<file path="config.mk">
export PLATFORM = sky130hd
export DESIGN_NAME = uart_tx_arbiter
export DESIGN_NICKNAME = d
export VERILOG_FILES = /design/src/rtl/uart_tx_arbiter.sv
export SDC_FILE = /design/constraint.sdc
export NUM_CORES = 1
export LEC_CHECK = 0
export BUFFER_PORTS_ARGS = -buffer_cell sky130_fd_sc_hd__buf_4
export CAP_MARGIN = 5
export CELL_PAD_IN_SITES_DETAIL_PLACEMENT = 1
export CELL_PAD_IN_SITES_GLOBAL_PLACEMENT = 2
export CORE_UTILIZATION = 30
export DETAILED_ROUTE_END_ITERATION = 10
export PLACE_DENSITY_LB_ADDON = 0.1
export SETUP_SLACK_MARGIN = 0.05
export SYNTH_ARGS = -nofsm -noshare
export SYNTH_HDL_FRONTEND = slang
export SYNTH_SLANG_ARGS = --single-unit
</file>
<file path="constraint.sdc">
create_clock -name clk -period 2.34 [get_ports clk]
set_input_delay 0.351 -clock clk [delete_from_list [all_inputs] [get_ports clk]]
set_output_delay 0.351 -clock clk [all_outputs]
set_load 0.1 [all_outputs]
</file>
<file path="src/rtl/uart_tx_arbiter.sv">
// uart_tx_arbiter: round-robin sharing of one UART byte transmitter with CTS gating and busy timeout; define UART_ARB_LOCK_EN for packet lock
module uart_tx_arbiter #(
  parameter int NUM_REQ      = 4,
  parameter int BUSY_TIMEOUT = 16
) (
  input  logic                 clk,
  input  logic                 reset,
  input  logic [NUM_REQ-1:0]   req_valid,
  input  logic [8*NUM_REQ-1:0] req_data,
  input  logic [NUM_REQ-1:0]   req_last,
  output logic [NUM_REQ-1:0]   req_ready,
  output logic [NUM_REQ-1:0]   grant,
  input  logic                 cts,
  output logic [7:0]           tx_data,
  output logic                 tx_start,
  input  logic                 tx_busy,
  output logic                 error
);
  localparam int PW = $clog2(NUM_REQ);
  localparam int CW = $clog2(BUSY_TIMEOUT);
  typedef enum logic [1:0] {IDLE, LAUNCH, WAIT_BUSY, WAIT_DONE} state_t;
  state_t state;
  logic cts_q, cts_s;
  logic [PW-1:0] rr_ptr, win, win_nxt;
  logic [CW-1:0] cnt;
  logic [NUM_REQ-1:0] elig;
  logic found;
`ifdef UART_ARB_LOCK_EN
  logic locked, last_q;
  assign elig = locked ? (req_valid & grant) : req_valid;
`else
  logic unused_last;
  assign unused_last = ^req_last;
  assign elig = req_valid;
`endif
  assign win_nxt = (win == PW'(NUM_REQ-1)) ? '0 : win + 1'b1;
  // scan downward so the last hit is the nearest eligible requester at or above rr_ptr
  always_comb begin
    win = '0;
    found = 1'b0;
    for (int i = NUM_REQ-1; i >= 0; i--)
      if (elig[(int'(rr_ptr) + i) % NUM_REQ]) begin
        win = PW'((int'(rr_ptr) + i) % NUM_REQ);
        found = 1'b1;
      end
  end
  // CTS synchronizer, arbitration FSM and registered outputs
  always_ff @(posedge clk or negedge reset)
    if (!reset) begin
      cts_q <= 1'b1;
      cts_s <= 1'b1;
      state <= IDLE;
      rr_ptr <= '0;
      cnt <= '0;
      req_ready <= '0;
      grant <= '0;
      tx_data <= '0;
      tx_start <= 1'b0;
      error <= 1'b0;
`ifdef UART_ARB_LOCK_EN
      locked <= 1'b0;
      last_q <= 1'b0;
`endif
    end else begin
      cts_q <= cts;
      cts_s <= cts_q;
      req_ready <= '0;
      tx_start <= 1'b0;
      case (state)
        IDLE:
          if (!cts_s && found) begin
            state <= LAUNCH;
            grant <= NUM_REQ'(1) << win;
            req_ready <= NUM_REQ'(1) << win;
            tx_start <= 1'b1;
            tx_data <= req_data[8*win +: 8];
`ifdef UART_ARB_LOCK_EN
            last_q <= req_last[win];
            if (!locked) rr_ptr <= win_nxt;
`else
            rr_ptr <= win_nxt;
`endif
          end
        LAUNCH: begin
          state <= WAIT_BUSY;
          cnt <= '0;
        end
        WAIT_BUSY:
          if (tx_busy) state <= WAIT_DONE;
          else if (cnt == CW'(BUSY_TIMEOUT-1)) begin
            error <= 1'b1;
            state <= IDLE;
            grant <= '0;
`ifdef UART_ARB_LOCK_EN
            locked <= 1'b0;
`endif
          end else cnt <= cnt + 1'b1;
        WAIT_DONE:
          if (!tx_busy) begin
            state <= IDLE;
`ifdef UART_ARB_LOCK_EN
            locked <= !last_q;
            if (last_q) grant <= '0;
`else
            grant <= '0;
`endif
          end
        default: state <= IDLE;
      endcase
    end
endmodule

</file>
# --- After elaboration in Yosys (flattened, before gate mapping) ---
# Index checks and enable logic that the tools add are counted.
op_classes:
  add_sub_neg: 5
  multipliers: 0
  div_mod_pow: 0
  magnitude_cmp: 4
  eq_ne: 11
  shifts: 2
  mux: 37
  bitwise_logic: 4
  reduce_logical: 13
ops:
  columns: ["cell", "n"]
  rows:
  - ["$mux 4", 8]
  - ["$shiftx 32x6->8", 1]
  - ["$mux 2", 9]
  - ["$mux 1", 13]
  - ["$lt 3x4->1 const B", 3]
  - ["$pmux 4 s3", 1]
  - ["$ne 2x2->1 const B", 5]
  - ["$reduce_and 3->1", 3]
  - ["$bmux 1 s2", 4]
  - ["$pmux 2 s4", 1]
  - ["$pmux 4 s2", 1]
  - ["$eq 2x2->1 const B", 3]
  - ["$reduce_or 2->1", 3]
  - ["$reduce_and 5->1", 1]
  - ["$add 2x1->2 const B", 2]
  - ["$add 2x2->2 const B", 2]
  - ["$add 4x1->4 const B", 1]
  - ["$eq 4x4->1 const B", 1]
  - ["$shl 1x2->4 const A", 1]
  - ["$and 1x1->1 const A", 3]
  - ["$lt 2x3->1 const B", 1]
  - ["$ne 3x3->1 const B", 1]
  - ["$reduce_bool 3->1", 1]
  - ["$eq 2x1->1 const B", 1]
  - ["6 further kinds", 6]
totals:
  ff_bits: 28
  latchBits: 0
  ram_bits: 0
  mem_bits_ro: 0
  out_inout_bits: 18
  elab_cells: 86
  mem_count: 0

# --- Depth between registers and ports, before layout ---
# Gate-level depths: netlist (run 1).
logic_depth:
  depth_word: 13
  ltp_mapped: 9

# --- Worst setup path after synthesis (run 1) ---
# Ideal clock, no wire load.
synth_path:
  path_kind: "input port to flip-flop"
  startpoint: "input port req_valid[1]"
  endpoint: "register rr_ptr[1]"
  t_arrival_ns: 1.488
  path_slack_ns: 0.735
  cell_stages: 9
  path_buffers: 2
  cell_sequence: "nand2b_1 a21boi_1 o211ai_2 buf_6 buf_12 inv_1 ha_1 nand2_1 nand2_1"
synth_via:
  elab_chain_cells: 9
  elab_cells_between_ends: 24
  cone_classes: "1 x add/sub; 1 x eq/ne; 20 x mux; 2 x reduce/logical"
synth_lines:
  columns: ["element", "line_no", "rtl"]
  rows:
  - ["from (decl)", "8", "input logic [NUM_REQ-1:0] req_valid,"]
  - ["$bmux 1 s2", "42", "if (elig[(int'(rr_ptr) + i) % NUM_REQ]) begin"]
  - ["$mux 1 (implied by the code) (2 in series)", "42", null]
  - ["$mux 2 (3 in series)", "42", null]
  - ["$mux 2 *", "42", null]
  - ["$add 2x1->2 / $eq 2x2->1 (equally long branches)", "36", "assign win_nxt = (win == PW'(NUM_REQ-1)) ? '0 : win + 1'b1;"]
  - ["$mux 2 *", "36", null]
  - ["named net win_nxt[1]", "24", "logic [PW-1:0] rr_ptr, win, win_nxt;"]
  - ["to (signal assigned)", "81", "rr_ptr <= win_nxt;"]
  - ["to (decl)", "24", null]
# The timed path passes the listed nets; every way through them passes the cells marked *. The select of a mux whose other input is x is not followed.
# A chain may end at the register's enable or synchronous reset.

# --- Final worst setup path (run 1) ---
layout_path:
  startpoint: "register state[0]"
  endpoint: "register grant[2]"
layout_via:
  elab_chain_cells: 3
  elab_cells_between_ends: 10
  cone_classes: "6 x eq/ne; 1 x mux; 3 x reduce/logical"
layout_lines:
  columns: ["element", "line_no", "rtl"]
  rows:
  - ["from (decl)", "22", "state_t state;"]
  - ["from (signal assigned)", "52", "state <= IDLE;"]
  - ["from (signal assigned)", "72", "state <= LAUNCH;"]
  - ["from (signal assigned)", "85", "state <= WAIT_BUSY;"]
  - ["$eq 2x2->1 / $logic_not 2->1 (equally long branches)", "69", "case (state)"]
  - ["$ne 2x2->1 (no source line) / $reduce_bool 3->1 (equally long branches)", null, null]
  - ["$reduce_and 5->1 (no source line)", null, null]
  - ["to (signal assigned)", "73", "grant <= NUM_REQ'(1) << win;"]
  - ["to (decl)", "12", "output logic [NUM_REQ-1:0] grant,"]
# Parallel ways exist; a longest one is shown, timed or not.

==> results of run 1 <==
-- repair_timing --
item                                   in CTS  in global routing
endpoints found under the hold margin      26                  0
setup buffers                               0                  0
hold buffers                                1                  0
-- worst paths after layout --
kind	depth (start not counted)	slack [ps]	endpoint	from
hold / removal	1	180	cts_q	cts
setup reg to reg	6	510	grant[2]	state[0]
setup / recovery	6	510	grant[2]	state[0]
min in group asynchronous	2	530	grant[0]	reset
hold reg to reg	0	360	cts_s	cts_q
max in group asynchronous	2	1490	cts_s	reset
-- worst register-to-register path, cell delays in order, from the launching register on --
cell	delay, ps
dfrtp_1	420
inv_1	90
ha_1	360
nand2b_1	160
nor2_1	60
o21ai_1	420
o21ai_0	180
-- cell usage in the layout, fill, tap and decap left out, types with 2 or more instances in the layout --
cell	n
a211oi_1	2
a21oi_1	8
a31oi_1	2
and3_1	5
buf_4	58
clkbuf_8	4
dfrtp_1	26
dfstp_2	2
ha_1	9
inv_1	7
mux2i_1	16
nand2_1	25
nand2_4	2
nand2b_1	3
nand3_1	2
nor2_1	6
nor3_1	2
o21ai_0	7
o221ai_1	8
or2_2	2
-- per-layer routing --
| metal | GRT usage, % | vias up | wire [µm] | part of all wire (%) |
|---|---|---|---|---|
| met3 | 2.30 | 2 | 135 | 3.5 |
| met4 | 3.21 | 0 | 20 | 0.52 |
| li1 | - | 659 | - | - |
| met5 | 0 | - | 0 | 0 |
| met1 | 18.9 | 662 | 1700 | 45 |
| met2 | 26.2 | 29 | 1960 | 51 |
-- sequential cells by signal, indices dropped and copies added, names as in the netlist --
name       cells
cts_s          1
tx_start       1
cnt            4
tx_data        8
rr_ptr         2
error          1
state          2
req_ready      4
cts_q          1
grant          4
-- Yosys cell counts, types with 2 or more instances --
cell and number:
inv_1 7, dfstp_2 2, nor3_1 2, nand3_1 2, nand2b_1 3, mux2i_1 16
ha_1 9, a31oi_1 2, nand2_1 25, o221ai_1 8, dfrtp_1 26, a21oi_1 8
and3_1 5, o21ai_0 7, or2_2 2, a211oi_1 2, nor2_1 6, nand2_4 2
-- per-stage QoR --
step,cells,setup WS [ps],hold slack [ps]
floorplan,152,735,55.4
global placement,274,478,293
detailed placement,274,391,293
CTS,279,492,170
global route,279,244,162
finish,279,505,179
-- layout make-up --
class / count / area [µm²] / area share (%)
multi-input cells: 113 / 788 / 37.4
flip-flops and latches: 28 / 703 / 33.4
repair buffers: 59 / 445 / 21.1
clock buffers: 4 / 55.1 / 2.61
well taps: 67 / 83.8 / 3.98
inverters: 8 / 31.3 / 1.48
-- logic make-up (layout without fill, tap and decap cells) --
logic type / Yosys count / after routing
and+or+nand+nor: 53 / 53
AOI/OAI and AO/OA: 33 / 33
DFF: 28 / 28
muxes: 17 / 17
buffers and inverters: 11 / 71
adders and majority gates: 9 / 9
xor gates and xnor gates: 1 / 1
-- power by group --
part | internal [µW] | leakage, µW | switching (µW) | total (µW)
clock | 151 | 0.0000288 | 151 | 302
sequential | 640 | 0.000358 | 109 | 749
combinational | 491 | 0.000704 | 1260 | 1750
==> impl_metrics.py, run 1 <==
metrics = {
    "timing": {
        "max_freq_mhz": 545,
        "timing.final.setup_violations": 0,
        "post-route-min-period_ps": 1830,
        "final-max-slew-violation-count": 0,
        "max-slew-margin-rel_pct": 66.4,
        "skew_ps": 1.68,
        "tightest_slew_ps": 501,
        "rsz_0062_raised_after_global_routing": "no",
        "final_hold_viol_count": 0,
        "post-route-period-util_pct": 78.4,
        "final.setup.tns_ps": 0,
    },
    "synth": {
        "largest_family_of_logic_cells_by_synthesized_area": "simple AND/OR/NAND/NOR gates",
        "ys_seq_elements": 28,
        "yosys.area.top_type": "dfrtp_1",
        "synth.yosys.seq_area_share_pct": 45.1,
        "synth_largest_type_area_fraction_pct": 41.8,
        "synth.area.mux_share_pct": 11.0,
        "synthSimpleGateAreaFrac_pct": 17.3,
        "synth_flop_cell": "dfrtp_1",
        "syn_std_cell_area_um2": 1560,
        "syn_area_per_cell_um2": 10.2,
        "synthArstFlopShare_pct": 100,
        "ys.warnings.count": 0,
        "synth-xor-area-share_pct": 0.562,
        "synth.lib_cells_used.distinct": 36,
        "synthesis.nets": 205,
        "adder_cell_share_of_the_synthesized_area_pct": 7.23,
        "synth.top_cells.by_area": "dfrtp_1, mux2i_1, ha_1",
        "synthesis.instances": 152,
        "synth_compound_gate_area_share_pct": 14.5,
        "synth_enable_flop_cells": 0,
    },
    "critical_path": {
        "cp_cell_sequence": "inv_1, ha_1, nand2b_1, nor2_1, o21ai_1, o21ai_0",
        "crit_path_max_incr_delay_ps": 420,
        "crit_slowest_cell": "dfrtp_1",
        "cp.arrival_ps": 1970,
        "worst_setup_path_start_kind": "register",
        "critical_path_rt_ps": 2480,
        "wp_buf_inv": 1,
        "cp_top_family": "compound AO/OA/AOI/OAI gates",
        "crit_path_max_fanout": 13,
        "cp-end-kind": "register",
        "worst-setup-path-type": "register to register",
    },
    "cts": {
        "h-tree-depth": 1,
        "cts_inserted_buffers": 3,
        "number_of_buffers_on_the_longest_clock_path": 2,
        "cts_sinks": 28,
        "cts_resized": 0,
        "clockRootBuffer": "clkbuf_8",
        "cts_tree": "built",
        "clk-insertion-delay-late_ps": 270,
        "clk_pin_slew_worst_paths_ps": 100,
    },
    "power": {
        "cellPowerDensity_nw_per_um2": 1330,
        "leakagePower_uw": 0.00109,
        "finalPower_uw": 2800,
        "power.ir.vdd_worst_mv": 0.860,
    },
    "global_route": {
        "grt_first_pass_wirelength_um": 6250,
        "antenna_found_initial": 0,
        "groute.usage.overall_pct": 14.7,
        "maximum_number_of_pins_on_one_net_before_global_route_repair": 29,
        "via_count_of_the_first_global_routing_pass": 1380,
        "grt-ovfl-total": 0,
    },
    "finish": {
        "diodes": 0,
        "non_filler_cell_area_final_um2": 2110,
        "drive_gt1_share_pct": 35.8,
        "nets": 266,
        "fin_util_pct": 43.5,
        "fill_cells": 564,
        "flow.area_growth_from_synthesis_pct": 35.3,
    },
    "routing": {
        "vias": 1352,
        "finalWirelength_um": 3810,
        "drc_errors": 0,
        "drt-wirelength-per-cell_um": 13.7,
        "detail_route.vias_per_cell": 4.85,
        "ant_nets": 0,
        "first_pass_iters": 4,
        "drt_iter0_drc": 41,
    },
    "min_path": {
        "hold_path_class": "input pin to register",
    },
    "floorplanning": {
        "std_cell_rows": 25,
        "boundaryPins": 62,
        "coreArea_um2": 4850,
        "dieHeight_um": 74.1,
        "die-area_um2": 5480,
        "die_x_um": 74.1,
        "initial_utilization_pct": 32.1,
    },
    "placed_design": {
        "place.gp.congestion": 0.687,
        "post_dp_cell_area_um2": 2040,
        "post-dp-hpwl_um": 3060,
        "port-buffer-count": 57,
    },
    "run": {
        "cap_viol_max_count": 0,
    },
    "status": {
        "run_status": "complete, no violations",
    },
}
(Power assumes the default switching activity.)
==> run 2: changes to the inputs <==
--- a/config.mk
+++ b/config.mk
@@ -9,7 +9,7 @@
 export CAP_MARGIN = 5
 export CELL_PAD_IN_SITES_DETAIL_PLACEMENT = 1
 export CELL_PAD_IN_SITES_GLOBAL_PLACEMENT = 2
-export CORE_UTILIZATION = 30
+export CORE_UTILIZATION = 25
 export DETAILED_ROUTE_END_ITERATION = 10
 export PLACE_DENSITY_LB_ADDON = 0.1
 export SETUP_SLACK_MARGIN = 0.05
==> constraint.sdc (replaced) <==
create_clock -name clk -period 1.5 [get_ports clk]
set_input_delay 0.225 -clock clk [delete_from_list [all_inputs] [get_ports clk]]
set_output_delay 0.225 -clock clk [all_outputs]
set_load 0.1 [all_outputs]
==> impl_metrics.py, run 2 (same netlist as run 1, synthesis figures left out) <==
metrics = {
    "timing": {
        "max-slew-margin-rel_pct": 73.3,
        "finalWorstSetupSlack_ps": -47.5,
        "post-route-period-util_pct": 103,
        "post-route-min-period_ps": 1550,
        "final_hold_viol_count": 0,
        "final-max-slew-violation-count": 0,
        "finalHoldWorstSlack_ps": 43.2,
        "skew_ps": 3.97,
        "max_freq_mhz": 646,
        "timing.final.setup_violations": 5,
        "tightest_slew_ps": 401,
        "final.setup.tns_ps": -110,
        "rsz_0062_raised_after_global_routing": "yes",
    },
    "power": {
        "part_of_the_total_power_dissipated_in_combinational_logic_pct": 67.1,
        "internal_power_uw": 2650,
        "power_frac_clock_pct": 11.5,
        "portion_of_total_power_attributed_to_sequential_cells_pct": 21.4,
        "cellPowerDensity_nw_per_um2": 2150,
        "leakagePower_uw": 0.00121,
        "power.switching_fraction_pct": 50.9,
        "sw_power_uw": 2740,
        "power.ir.vdd_worst_mv": 0.982,
    },
    "min_path": {
        "hold_path_class": "input pin to register",
        "min_delay_path_depth": 1,
        "min_to": "cts_q",
        "hold_path_startpoint": "cts",
    },
    "placed_design": {
        "post-dp-hpwl_um": 3420,
        "place.gp.congestion": 0.786,
        "port-buffer-count": 57,
        "post_dp_cell_area_um2": 2250,
        "placement.setup.worst_slack_ps": -128,
    },
    "finish": {
        "number_of_flip_flops_in_the_largest_register": 8,
        "fin_util_pct": 42.2,
        "nets": 288,
        "final_common_cell": "buf_4",
        "mostFrequentLayoutCells": "buf_4, dfrtp_1, nand2_1",
        "flow.area_growth_from_synthesis_pct": 61.2,
        "fill_cells": 675,
        "diodes": 0,
        "non_filler_cell_area_final_um2": 2510,
        "drive_gt1_share_pct": 53.4,
        "regMostFlops": "tx_data",
    },
    "floorplanning": {
        "dieHeight_um": 80.9,
        "coreArea_um2": 5960,
        "die-area_um2": 6550,
        "die_x_um": 80.9,
        "std_cell_rows": 28,
        "boundaryPins": 62,
        "initial_utilization_pct": 26.2,
    },
    "routing": {
        "highest-signal-layer": "met4",
        "drt-wirelength-per-cell_um": 14.9,
        "ant_nets": 0,
        "vias": 1474,
        "drc_errors": 0,
        "detail_route.wirelength.met1_um": 1800,
        "detail_route.vias_per_cell": 4.77,
        "detailroute.wirelength.met3_um": 245,
        "first_pass_iters": 4,
        "wl_met2_um": 2520,
        "finalWirelength_um": 4600,
        "drt_iter0_drc": 30,
    },
    "run": {
        "cap_viol_max_count": 0,
    },
    "cts": {
        "h-tree-depth": 1,
        "clockRootBuffer": "clkbuf_8",
        "clk_pin_slew_worst_paths_ps": 110,
        "cts_sinks": 28,
        "cts_inserted_buffers": 3,
        "cts_tree": "built",
        "number_of_buffers_on_the_longest_clock_path": 2,
        "clk-insertion-delay-late_ps": 280,
    },
    "global_route": {
        "groute.usage.overall_pct": 14.8,
        "via_count_of_the_first_global_routing_pass": 1583,
        "maximum_number_of_pins_on_one_net_before_global_route_repair": 29,
        "grt-ovfl-total": 0,
        "antenna_found_initial": 0,
        "grt_first_pass_wirelength_um": 7500,
    },
    "critical_path": {
        "critical_path.reg2reg.endpoint": "rr_ptr[1]",
        "regToRegStartpoint": "rr_ptr[0]",
        "critical_path_rt_ps": 1690,
        "worst_setup_path_start_kind": "register",
        "cp-end-kind": "register",
        "r2r.worst_path.cells": 6,
        "worst-setup-path-type": "register to register",
        "cp.arrival_ps": 1730,
        "crit_path_max_fanout": 4,
        "rrSetupSlack_ps": -50,
    },
    "status": {
        "run_status": "complete, but fails checks",
        "violations": "negative setup slack",
    },
}
-- run 2: changes by cell type in the layout (fill, tap and decap cells not counted), sizes merged --
cell | previous run | this run
inv | 7 | 6
clkinvlp | 0 | 1
bufinv | 0 | 1
clkbuf | 4 | 3
buf | 58 | 80
-- run 2: how the worst max path moves through the flow --
| stage | from | to | slack (ps) |
|---|---|---|---|
| 2_1_floorplan | rr_ptr[0] | req_ready[1] | 30 |
| 3_3_place_gp | req_valid[1] | tx_data[1] | -70 |
| 3_5_place_dp | state[0] | grant[0] | -130 |
| 4_1_cts | rr_ptr[0] | rr_ptr[1] | -70 |
| 5_1_grt | rr_ptr[0] | tx_data[3] | -110 |
| 6_report | rr_ptr[0] | rr_ptr[1] | -50 |
-- run 2: layout make-up --
| cell class | instances | area, µm² | area share [%] |
|---|---|---|---|
| multi-input combinational | 113 | 971 | 38.7 |
| sequential | 28 | 703 | 28.0 |
| timing repair buffer | 81 | 634 | 25.3 |
| tap | 75 | 93.8 | 3.74 |
| clock buffer | 3 | 41.3 | 1.64 |
| inverter | 8 | 37.5 | 1.49 |
| clock inverter | 1 | 30.0 | 1.20 |
-- run 2: per-stage QoR --
stage                     cells  total power [µW]
final                       309              5390
after global routing        309              5710
after CTS                   308              5230
after detailed placement    301              4330
after global placement      301              4240
after floorplan             152              3380
-- run 2: power by group through the flow --
| stage | combinational, µW | sequential, µW | clock (µW) |
|---|---|---|---|
| finish | 3620 | 1150 | 618 |
| global route | 3860 | 1180 | 669 |
| CTS | 3450 | 1150 | 639 |
| detailed placement | 3190 | 1140 | 0 |
| global placement | 3110 | 1130 | 0 |
| floorplan | 1120 | 2250 | 0 |
-- run 2: worst max-delay path, cell delays in order, from the launching register on --
cell and delay (ps):
dfrtp_1 360, and2b_2 240, o32a_1 360, buf_4 170, ha_4 230, nand2_2 50, nand2_1 40
-- run 2: repair_timing --
action / in CTS / in global routing
pin swaps: 6 / 5
setup buffers: 2 / 1
endpoints found under the setup margin: 20 / 21
gates resized for setup: 23 / 14
hold endpoints to repair: 26 / 0
hold buffers: 1 / 0
-- run 2: routing by layer --
metal	vias up	global-route usage (%)
li1	703	-
met4	0	3.21
met5	-	0
met1	717	16.4
met3	5	3.15
met2	49	28.7
==> run 3: changes to the inputs <==
--- a/config.mk
+++ b/config.mk
@@ -11,6 +11,7 @@
 export CELL_PAD_IN_SITES_GLOBAL_PLACEMENT = 2
 export CORE_UTILIZATION = 25
 export DETAILED_ROUTE_END_ITERATION = 10
+export HOLD_SLACK_MARGIN = 0.06
 export PLACE_DENSITY_LB_ADDON = 0.1
 export SETUP_SLACK_MARGIN = 0.05
 export SYNTH_ARGS = -nofsm -noshare
==> impl_metrics.py, run 3 (same netlist as run 1, synthesis figures left out) <==
metrics = {
    "status": {
        "run_status": "complete, but fails checks",
        "violations": "negative setup slack",
    },
    "timing": {
        "max-slew-margin-rel_pct": 73.2,
        "finalWorstSetupSlack_ps": -46.7,
        "timing.final.setup_violations": 5,
        "rsz_0062_raised_after_global_routing": "yes",
        "tightest_slew_ps": 401,
        "skew_ps": 2.18,
        "final_hold_viol_count": 0,
        "max_freq_mhz": 647,
        "post-route-period-util_pct": 103,
        "final-max-slew-violation-count": 0,
        "post-route-min-period_ps": 1550,
    },
    "floorplanning": {
        "coreArea_um2": 5960,
        "boundaryPins": 62,
        "die_x_um": 80.9,
        "initial_utilization_pct": 26.2,
        "die-area_um2": 6550,
        "dieHeight_um": 80.9,
        "std_cell_rows": 28,
    },
    "routing": {
        "first_pass_iters": 4,
        "detail_route.vias_per_cell": 4.77,
        "ant_nets": 0,
        "drc_errors": 0,
        "drt-wirelength-per-cell_um": 14.8,
        "drt_iter0_drc": 37,
        "vias": 1480,
        "finalWirelength_um": 4600,
    },
    "critical_path": {
        "cp-end-kind": "register",
        "critical_path_rt_ps": 1680,
        "crit_path_max_fanout": 4,
        "crit_slowest_cell": "dfrtp_1",
        "cp.arrival_ps": 1730,
        "cp_cell_sequence": "and2b_2, o32a_1, buf_4, ha_4, nand2_2, nand2_1",
        "crit_path_max_incr_delay_ps": 360,
        "worst-setup-path-type": "register to register",
        "cp_top_family": "flip-flops",
        "wp_buf_inv": 1,
        "worst_setup_path_start_kind": "register",
    },
    "finish": {
        "mostFrequentLayoutCells": "buf_4, dfrtp_1, nand2_1",
        "non_filler_cell_area_final_um2": 2520,
        "drive_gt1_share_pct": 53.2,
        "final_common_cell": "buf_4",
        "flow.area_growth_from_synthesis_pct": 61.8,
        "multi_input_comb_area_um2": 971,
        "diodes": 0,
        "nets": 289,
        "regMostFlops": "tx_data",
        "register_cell_area_after_layout_um2": 703,
        "fill_cells": 675,
        "number_of_flip_flops_in_the_largest_register": 8,
    },
    "cts": {
        "clk_pin_slew_worst_paths_ps": 100,
        "cts_inserted_buffers": 3,
        "cts_sinks": 28,
        "number_of_buffers_on_the_longest_clock_path": 2,
        "cts_tree": "built",
        "h-tree-depth": 1,
        "clockRootBuffer": "clkbuf_8",
        "clk-insertion-delay-late_ps": 280,
    },
    "power": {
        "power_frac_clock_pct": 11.4,
        "power.switching_fraction_pct": 50.8,
        "part_of_the_total_power_dissipated_in_combinational_logic_pct": 67.2,
        "sw_power_uw": 2740,
        "power.ir.vdd_worst_mv": 0.982,
        "portion_of_total_power_attributed_to_sequential_cells_pct": 21.4,
        "cellPowerDensity_nw_per_um2": 2140,
        "leakagePower_uw": 0.00122,
        "internal_power_uw": 2650,
    },
    "global_route": {
        "grt_first_pass_wirelength_um": 7510,
        "grt-ovfl-total": 0,
        "maximum_number_of_pins_on_one_net_before_global_route_repair": 29,
        "antenna_found_initial": 0,
        "groute.usage.overall_pct": 14.9,
        "via_count_of_the_first_global_routing_pass": 1597,
    },
    "placed_design": {
        "post_dp_cell_area_um2": 2250,
        "post-dp-hpwl_um": 3420,
        "place.gp.congestion": 0.786,
        "port-buffer-count": 57,
        "placement.setup.worst_slack_ps": -128,
    },
    "run": {
        "cap_viol_max_count": 0,
    },
    "min_path": {
        "hold_path_class": "input pin to register",
    },
}
-- run 3: worst reg2reg max path, cell delays in order (launching register included) --
cell	delay, ps
dfrtp_1	360
and2b_2	240
o32a_1	360
buf_4	170
ha_4	230
nand2_2	50
nand2_1	40
-- run 3: cell type report --
cell class              instances  area share, %
inverters                       8           1.49
clock inverters                 1           1.19
well taps                      75           3.72
flip-flops and latches         28           27.9
multi-input cells             113           38.5
repair buffers                 82           25.6
clock buffers                   3           1.64
-- run 3: metal layers --
metal | wire length (µm) | up-vias | share of wire [%] | global-route usage, %
met2 | 2530 | 47 | 55 | 28.7
met1 | 1800 | 723 | 39 | 16.5
met4 | 29 | 0 | 0.63 | 3.21
met3 | 241 | 5 | 5.2 | 3.03
met5 | 0 | - | 0 | 0
li1 | - | 705 | - | -
-- run 3: what timing repair did --
item                                   in CTS  in global routing
resized for setup                          23                 14
setup endpoints to repair                  20                 21
hold buffers                                2                  0
endpoints found under the hold margin      27                  0
pin swaps                                   6                  5
setup buffers                               2                  1
-- run 3: power groups by stage --
stage	registers, µW	clock network, µW	logic (µW)
after floorplan	2250	0	1120
after global routing	1180	669	3860
final	1150	613	3620
after CTS	1150	639	3450
after global placement	1130	0	3110
after detailed placement	1140	0	3190
-- run 3: final timing paths --
| kind | cells after the start | slack (ps) | startpoint | end |
|---|---|---|---|---|
| max in group asynchronous | 2 | 760 | reset | cts_s |
| setup / recovery | 6 | -50 | rr_ptr[0] | rr_ptr[1] |
| hold / removal | 3 | 250 | req_data[29] | tx_data[5] |
| hold reg to reg | 0 | 360 | cts_q | cts_s |
| min in group asynchronous | 2 | 400 | reset | cnt[1] |
| setup reg to reg | 6 | -50 | rr_ptr[0] | rr_ptr[1] |
-- run 3: per-stage QoR --
step	cells	TNS [ps]	utilization [%]	power (µW)	hold slack (ps)
2_1_floorplan	152	0	-	3380	-70.6
3_3_place_gp	301	-593	37.7	4240	179
3_5_place_dp	301	-1100	37.7	4330	184
4_1_cts	309	-477	41.3	5230	262
5_1_grt	310	-1440	42.3	5710	266
6_report	310	-89.8	42.3	5390	249
